==> config.mk <==
export PLATFORM = sky130hd
export DESIGN_NAME = display_scheduler
export DESIGN_NICKNAME = d
export VERILOG_FILES = /design/src/rtl/display_pkg.sv /design/src/rtl/rr_arbiter.sv /design/src/rtl/display_scheduler.sv
export SDC_FILE = /design/constraint.sdc
export NUM_CORES = 1
export LEC_CHECK = 0
export ABC_AREA = 1
export BUFFER_PORTS_ARGS = -buffer_cell sky130_fd_sc_hd__buf_2
export CORE_ASPECT_RATIO = 1.5
export CORE_MARGIN = 5
export CORE_UTILIZATION = 46
export CTS_CLUSTER_SIZE = 16
export DETAILED_ROUTE_END_ITERATION = 12
export PLACE_DENSITY = 0.83
export SLEW_MARGIN = 15
export SYNTH_ARGS = -nofsm -noshare
export SYNTH_HDL_FRONTEND = slang
export SYNTH_HIERARCHICAL = 1
export SYNTH_SLANG_ARGS = --single-unit
==> constraint.sdc <==
create_clock -name clk -period 2.55 [get_ports clk]
set_clock_uncertainty 0.15 [all_clocks]
set_input_delay 0.1275 -clock clk [delete_from_list [all_inputs] [get_ports clk]]
set_output_delay 0.1275 -clock clk [all_outputs]
set_load 0.02 [all_outputs]
==> src/rtl/display_pkg.sv <==
// Shared types and defaults for the seven-segment display path.
package display_pkg;

    // Scheduler sequencing states.
    typedef enum logic [2:0] {
        IDLE,
        START,
        SHOW1,
        SHOW2,
        GAP
    } disp_state_t;

    // Default timing: one second per digit, 200 ms blank at 50 MHz.
    localparam int T_DIGIT_DEF = 50_000_000;
    localparam int T_GAP_DEF   = 10_000_000;

    // Display driver phases, shared so driver and scheduler agree on sequencing.
    typedef enum logic [1:0] {
        PH_OFF,
        PH_DIGIT0,
        PH_DIGIT1,
        PH_BLANK
    } drv_phase_t;

endpackage

==> src/rtl/rr_arbiter.sv <==
// Combinational round-robin arbiter: grants the first requester at or after ptr.
module rr_arbiter #(
    parameter int N = 4
) (
    input  logic [N-1:0]         req,
    input  logic [$clog2(N)-1:0] ptr,
    output logic [N-1:0]         gnt,
    output logic                 any
);

    logic [N-1:0]   rot_req;
    logic [N-1:0]   rot_gnt;
    logic [2*N-1:0] gnt_wide;

    // Rotate so ptr sits at bit 0, isolate lowest set bit, rotate back.
    always_comb begin
        rot_req  = N'({req, req} >> ptr);
        rot_gnt  = rot_req & (~rot_req + 1'b1);
        gnt_wide = {{N{1'b0}}, rot_gnt} << ptr;
        gnt      = gnt_wide[N-1:0] | gnt_wide[2*N-1:N];
        any      = |req;
    end

endmodule

==> src/rtl/display_scheduler.sv <==
// Sequencer and round-robin arbiter feeding the two-digit display driver.
module display_scheduler
    import display_pkg::*;
#(
    parameter int N_REQ   = 4,
    parameter int T_DIGIT = T_DIGIT_DEF,
    parameter int T_GAP   = T_GAP_DEF
) (
    input  logic                clk,
    input  logic                reset_n,
    input  logic [N_REQ-1:0]    req,
    input  logic [N_REQ*16-1:0] valor,
    input  logic                cancel,
    output logic [N_REQ-1:0]    ack,
    output logic                disp_iniciar,
    output logic                pulso_mitad,
    output logic                pulso_fin,
    output logic [15:0]         disp_valor,
    output logic                busy
);

    localparam int T_MAX = (T_DIGIT > T_GAP) ? T_DIGIT : T_GAP;
    localparam int CNT_W = (T_MAX > 1) ? $clog2(T_MAX) : 1;
    localparam int PTR_W = $clog2(N_REQ);

    localparam logic [CNT_W-1:0] DIGIT_LOAD = CNT_W'(T_DIGIT - 1);
    localparam logic [CNT_W-1:0] GAP_LOAD   = CNT_W'(T_GAP - 1);

    disp_state_t      state, state_n;
    logic [CNT_W-1:0] cnt, cnt_n;
    logic [PTR_W-1:0] rr_ptr;
    logic [PTR_W-1:0] win_idx;
    logic [PTR_W-1:0] gnt_idx;
    logic [N_REQ-1:0] gnt;
    logic             any_req;

    rr_arbiter #(.N(N_REQ)) u_arb (
        .req (req),
        .ptr (rr_ptr),
        .gnt (gnt),
        .any (any_req)
    );

    // Encode the one-hot grant into a client index.
    always_comb begin
        gnt_idx = '0;
        for (int unsigned i = 0; i < N_REQ; i++) begin
            if (gnt[i]) gnt_idx = PTR_W'(i);
        end
    end

    // Next state and counter; a cancel collapses the show phase onto its final cycle.
    always_comb begin
        state_n = state;
        cnt_n   = cnt;
        unique case (state)
            IDLE: begin
                if (any_req) state_n = START;
            end
            START: begin
                state_n = SHOW1;
                cnt_n   = DIGIT_LOAD;
            end
            SHOW1: begin
                if (cancel) begin
                    state_n = SHOW2;
                    cnt_n   = '0;
                end else if (cnt == '0) begin
                    state_n = SHOW2;
                    cnt_n   = DIGIT_LOAD;
                end else begin
                    cnt_n = cnt - 1'b1;
                end
            end
            SHOW2: begin
                if (cnt == '0) begin
                    state_n = GAP;
                    cnt_n   = GAP_LOAD;
                end else if (cancel) begin
                    cnt_n = '0;
                end else begin
                    cnt_n = cnt - 1'b1;
                end
            end
            GAP: begin
                if (cnt == '0) state_n = IDLE;
                else           cnt_n   = cnt - 1'b1;
            end
            default: state_n = IDLE;
        endcase
    end

    // State, pointer, latched value and strobes.
    // Strobes mark the cycle a phase reaches zero; they are decoded from the
    // next state so each one comes straight out of a flop.
    always_ff @(posedge clk or negedge reset_n) begin
        if (!reset_n) begin
            state        <= IDLE;
            cnt          <= '0;
            rr_ptr       <= '0;
            win_idx      <= '0;
            ack          <= '0;
            disp_iniciar <= 1'b0;
            pulso_mitad  <= 1'b0;
            pulso_fin    <= 1'b0;
            disp_valor   <= '0;
        end else begin
            state <= state_n;
            cnt   <= cnt_n;
            if (state == IDLE && any_req) begin
                win_idx    <= gnt_idx;
                disp_valor <= valor[gnt_idx*16 +: 16];
            end
            if (state == START) begin
                rr_ptr <= (win_idx == PTR_W'(N_REQ - 1)) ? '0 : win_idx + 1'b1;
            end
            ack          <= (state_n == START) ? gnt : '0;
            disp_iniciar <= (state_n == START);
            pulso_mitad  <= (state_n == SHOW1) && (cnt_n == '0);
            pulso_fin    <= (state_n == SHOW2) && (cnt_n == '0);
        end
    end

    assign busy = (state != IDLE);

endmodule

==> metrics.txt <==
Num CTS Buffers 5; TNS Setup -0.237 ns; Die Span Y 129 um; max cap viols 0; count of different cell masters after synthesis 38; Worst-path clk slew 0.08 ns; Post-DRT Antenna Nets 0; total power 8.76 mW; Crit. End Element flip-flop; status finished with violations; Via density 5.90; async set or reset register ratio after synthesis 1.00; Slew @ Worst Pin 0.497 ns; XOR/XNOR Fraction of Synth Area 0.00406; minimum clock period 2.65 ns; largest net degree at the start of global routing 21; port bufs 94; most frequent cells in the layout 216 x nand2_1, 94 x buf_2, 82 x nor2_1; Clock Sinks 56; Post-Layout Inst Area 6040 um^2; Slew Limit Fails 0; mux contribution to synthesized area 0; post-synth top area cell dfrtp_1; antenna violations before repair 0; Die W 89.1 um; commonest non-fill, non-tap cell in the layout nand2_1; post-route setup slack -0.0955 ns; number of flops mapped to enable cells by yosys 0; Mapped Cells 690; LEAKAGE 3.40 nW; Top FF cell, synth dfrtp_1; CP max FO 7; initial core utilization 0.469; Peak VDD IR 0.00111 V; Mean Syn Cell Area 6.26 um^2; Hold Slack -0.00991 ns; Iter 0 DRT Violations 678; CTS max path bufs 2; top-area cell type share of the netlist area 0.324; largest family of logic cells by synthesized area simple AND/OR/NAND/NOR gates; DRC errors left 0; dpl hpwl 11100 um; slew margin rel. 0.669; I/O Pins 95; Setup violations, final 4; Setup CP Type reg -> reg; sequential share of the synthesized area 0.324; Post-Route WL 17400 um; class of the worst hold path in -> reg; flops & latches, synth 56; # diodes 0; Yosys Warn Count 6; synthesized-area fraction occupied by adder cells 0.0116; Fillers 701; row cnt 43; Peak Freq 0.378 GHz; net count after synthesis 765; total number of vias 5751; first-pass GRT wire length 24000 um; post-synthesis simple-gate area fraction 0.441; dpl ws -0.0816 ns; drt first pass iters 6; number of global-route vias before repair 5218; Routed WL per cell 17.9 um; Synth Cell Area 4320 um^2; worst path arrival time 2.74 ns; # H-tree levels 2; CP required 2.64 ns; area of the die 11500 um^2; placed inst area 5100 um^2; hold violation total from the final report 2; ranking of synthesized cells by area dfrtp_1 32%, nand2_1 20%, nor2_1 8.6%, inv_1 6.6%, nand3_1 6.4%; area delta synth->final 39.8%; NumNets Final 936; power per standard cell area 1450 nW/um^2; RSZ-0062 raised after global routing true; Root Buffer clkbuf_16; post-synthesis compound-gate area fraction 0.120; Core ar. 9200 um^2; period utilisation layout 1.04; gr usage total 0.269; failing checks hold timing, setup timing; global route overflow 0; Placer Congestion 1.05; layout cells sized above 1 0.324; clock latency on the worst-skew pair 0.31 ns; TritonCTS clock tree yes; Worst setup SP type flip-flop
## area by class of cell
type,count,area [um^2],share of cell area
tap,112,140,0.0232
inverter,90,358,0.0593
clock buffer,5,125,0.0207
timing repair buffer,181,1230,0.204
sequential,56,1410,0.233
multi-input combinational,527,2740,0.454
clock inverter,3,33.8,0.00559
## flip-flops by register name, indices dropped and copies added (netlist names)
register,count
state,3
disp_iniciar,1
disp_valor,16
ack,4
cnt,26
rr_ptr,2
pulso_fin,1
pulso_mitad,1
win_idx,2
## report_power, final
| part | internal (mW) | switching [mW] | leakage [nW] |
|---|---|---|---|
| clock | 0.380 | 0.373 | 0.0772 |
| sequential | 1.22 | 0.310 | 0.713 |
| combinational | 2.34 | 4.14 | 2.61 |
## cell families (layout without fill, tap and decap cells)
| kind of cell | Yosys count | count (layout) |
|---|---|---|
| compound gates | 84 | 84 |
| xor+xnor | 2 | 2 |
| buf+inv | 107 | 279 |
| fa+ha+maj | 4 | 4 |
| flops | 56 | 56 |
| simple gates | 437 | 437 |
## Yosys cell counts, drive strengths merged, types with 7 or more instances
cell	count
dfrtp	56
nand2	244
clkbuf	11
o221ai	10
nand3	61
a21oi	12
nand4	7
nor2	115
o21ai	42
o311ai	10
inv	89
## through the flow
step | hold WS (ns) | utilization | instances
3_5_place_dp | -0.0429 | 0.554 | 911
4_1_cts | 0.000187 | 0.595 | 940
6_report | -0.00991 | 0.656 | 974
2_1_floorplan | -0.318 | - | 690
3_3_place_gp | -0.0432 | 0.554 | 911
5_1_grt | 0.0207 | 0.656 | 974
## what timing repair did
action | in CTS | in global routing
hold buffers | 17 | 2
setup buffers | 4 | 33
endpoints found under the hold margin | 26 | 2
setup endpoints to repair | 2 | 18
gates resized for setup | 5 | 88
pin swaps | 2 | 37
## worst max-delay path, stage by stage (launching register included)
cell and delay (ns):
dfrtp_1 0.45, nor2_2 0.21, nand2_2 0.11, nor2_4 0.18, nand2_4 0.09, inv_1 0.07, nand2_2 0.08, buf_4 0.17
nor2_1 0.16, nor2_2 0.09, nand2_1 0.07, nand2_1 0.06, nand2_2 0.07, nand2_1 0.09, nor2_1 0.09, nand2_1 0.07
nor2_2 0.14, nand2_1 0.10, nor2_1 0.11
## path summary, 6_finish.rpt
check | slack [ns] | depth (start not counted) | to | startpoint
min in group asynchronous | 0.18 | 2 | cnt[15]$_DFF_PN0_ | reset_n
max reg2reg | -0.1 | 18 | pulso_fin$_DFF_PN0_ | cnt[11]$_DFF_PN0_
min | -0.01 | 3 | disp_valor[11]$_DFFE_PN0P_ | valor[27]
max in group asynchronous | 1.38 | 3 | cnt[0]$_DFF_PN0_ | reset_n
min reg2reg | 0.34 | 2 | disp_valor[15]$_DFFE_PN0P_ | disp_valor[15]$_DFFE_PN0P_
max | -0.1 | 18 | pulso_fin$_DFF_PN0_ | cnt[11]$_DFF_PN0_
## layer usage
metal / global-route usage / wire (um) / share of wire / vias up
met1: 0.283 / 5540 / 0.32 / 2590
met2: 0.478 / 8720 / 0.50 / 471
met3: 0.0545 / 1750 / 0.10 / 138
met5: 0 / 0 / 0 / -
li1: - / - / - / 2552
met4: 0.162 / 1410 / 0.081 / 0
No activity file was read; power rests on OpenSTA's default activity.
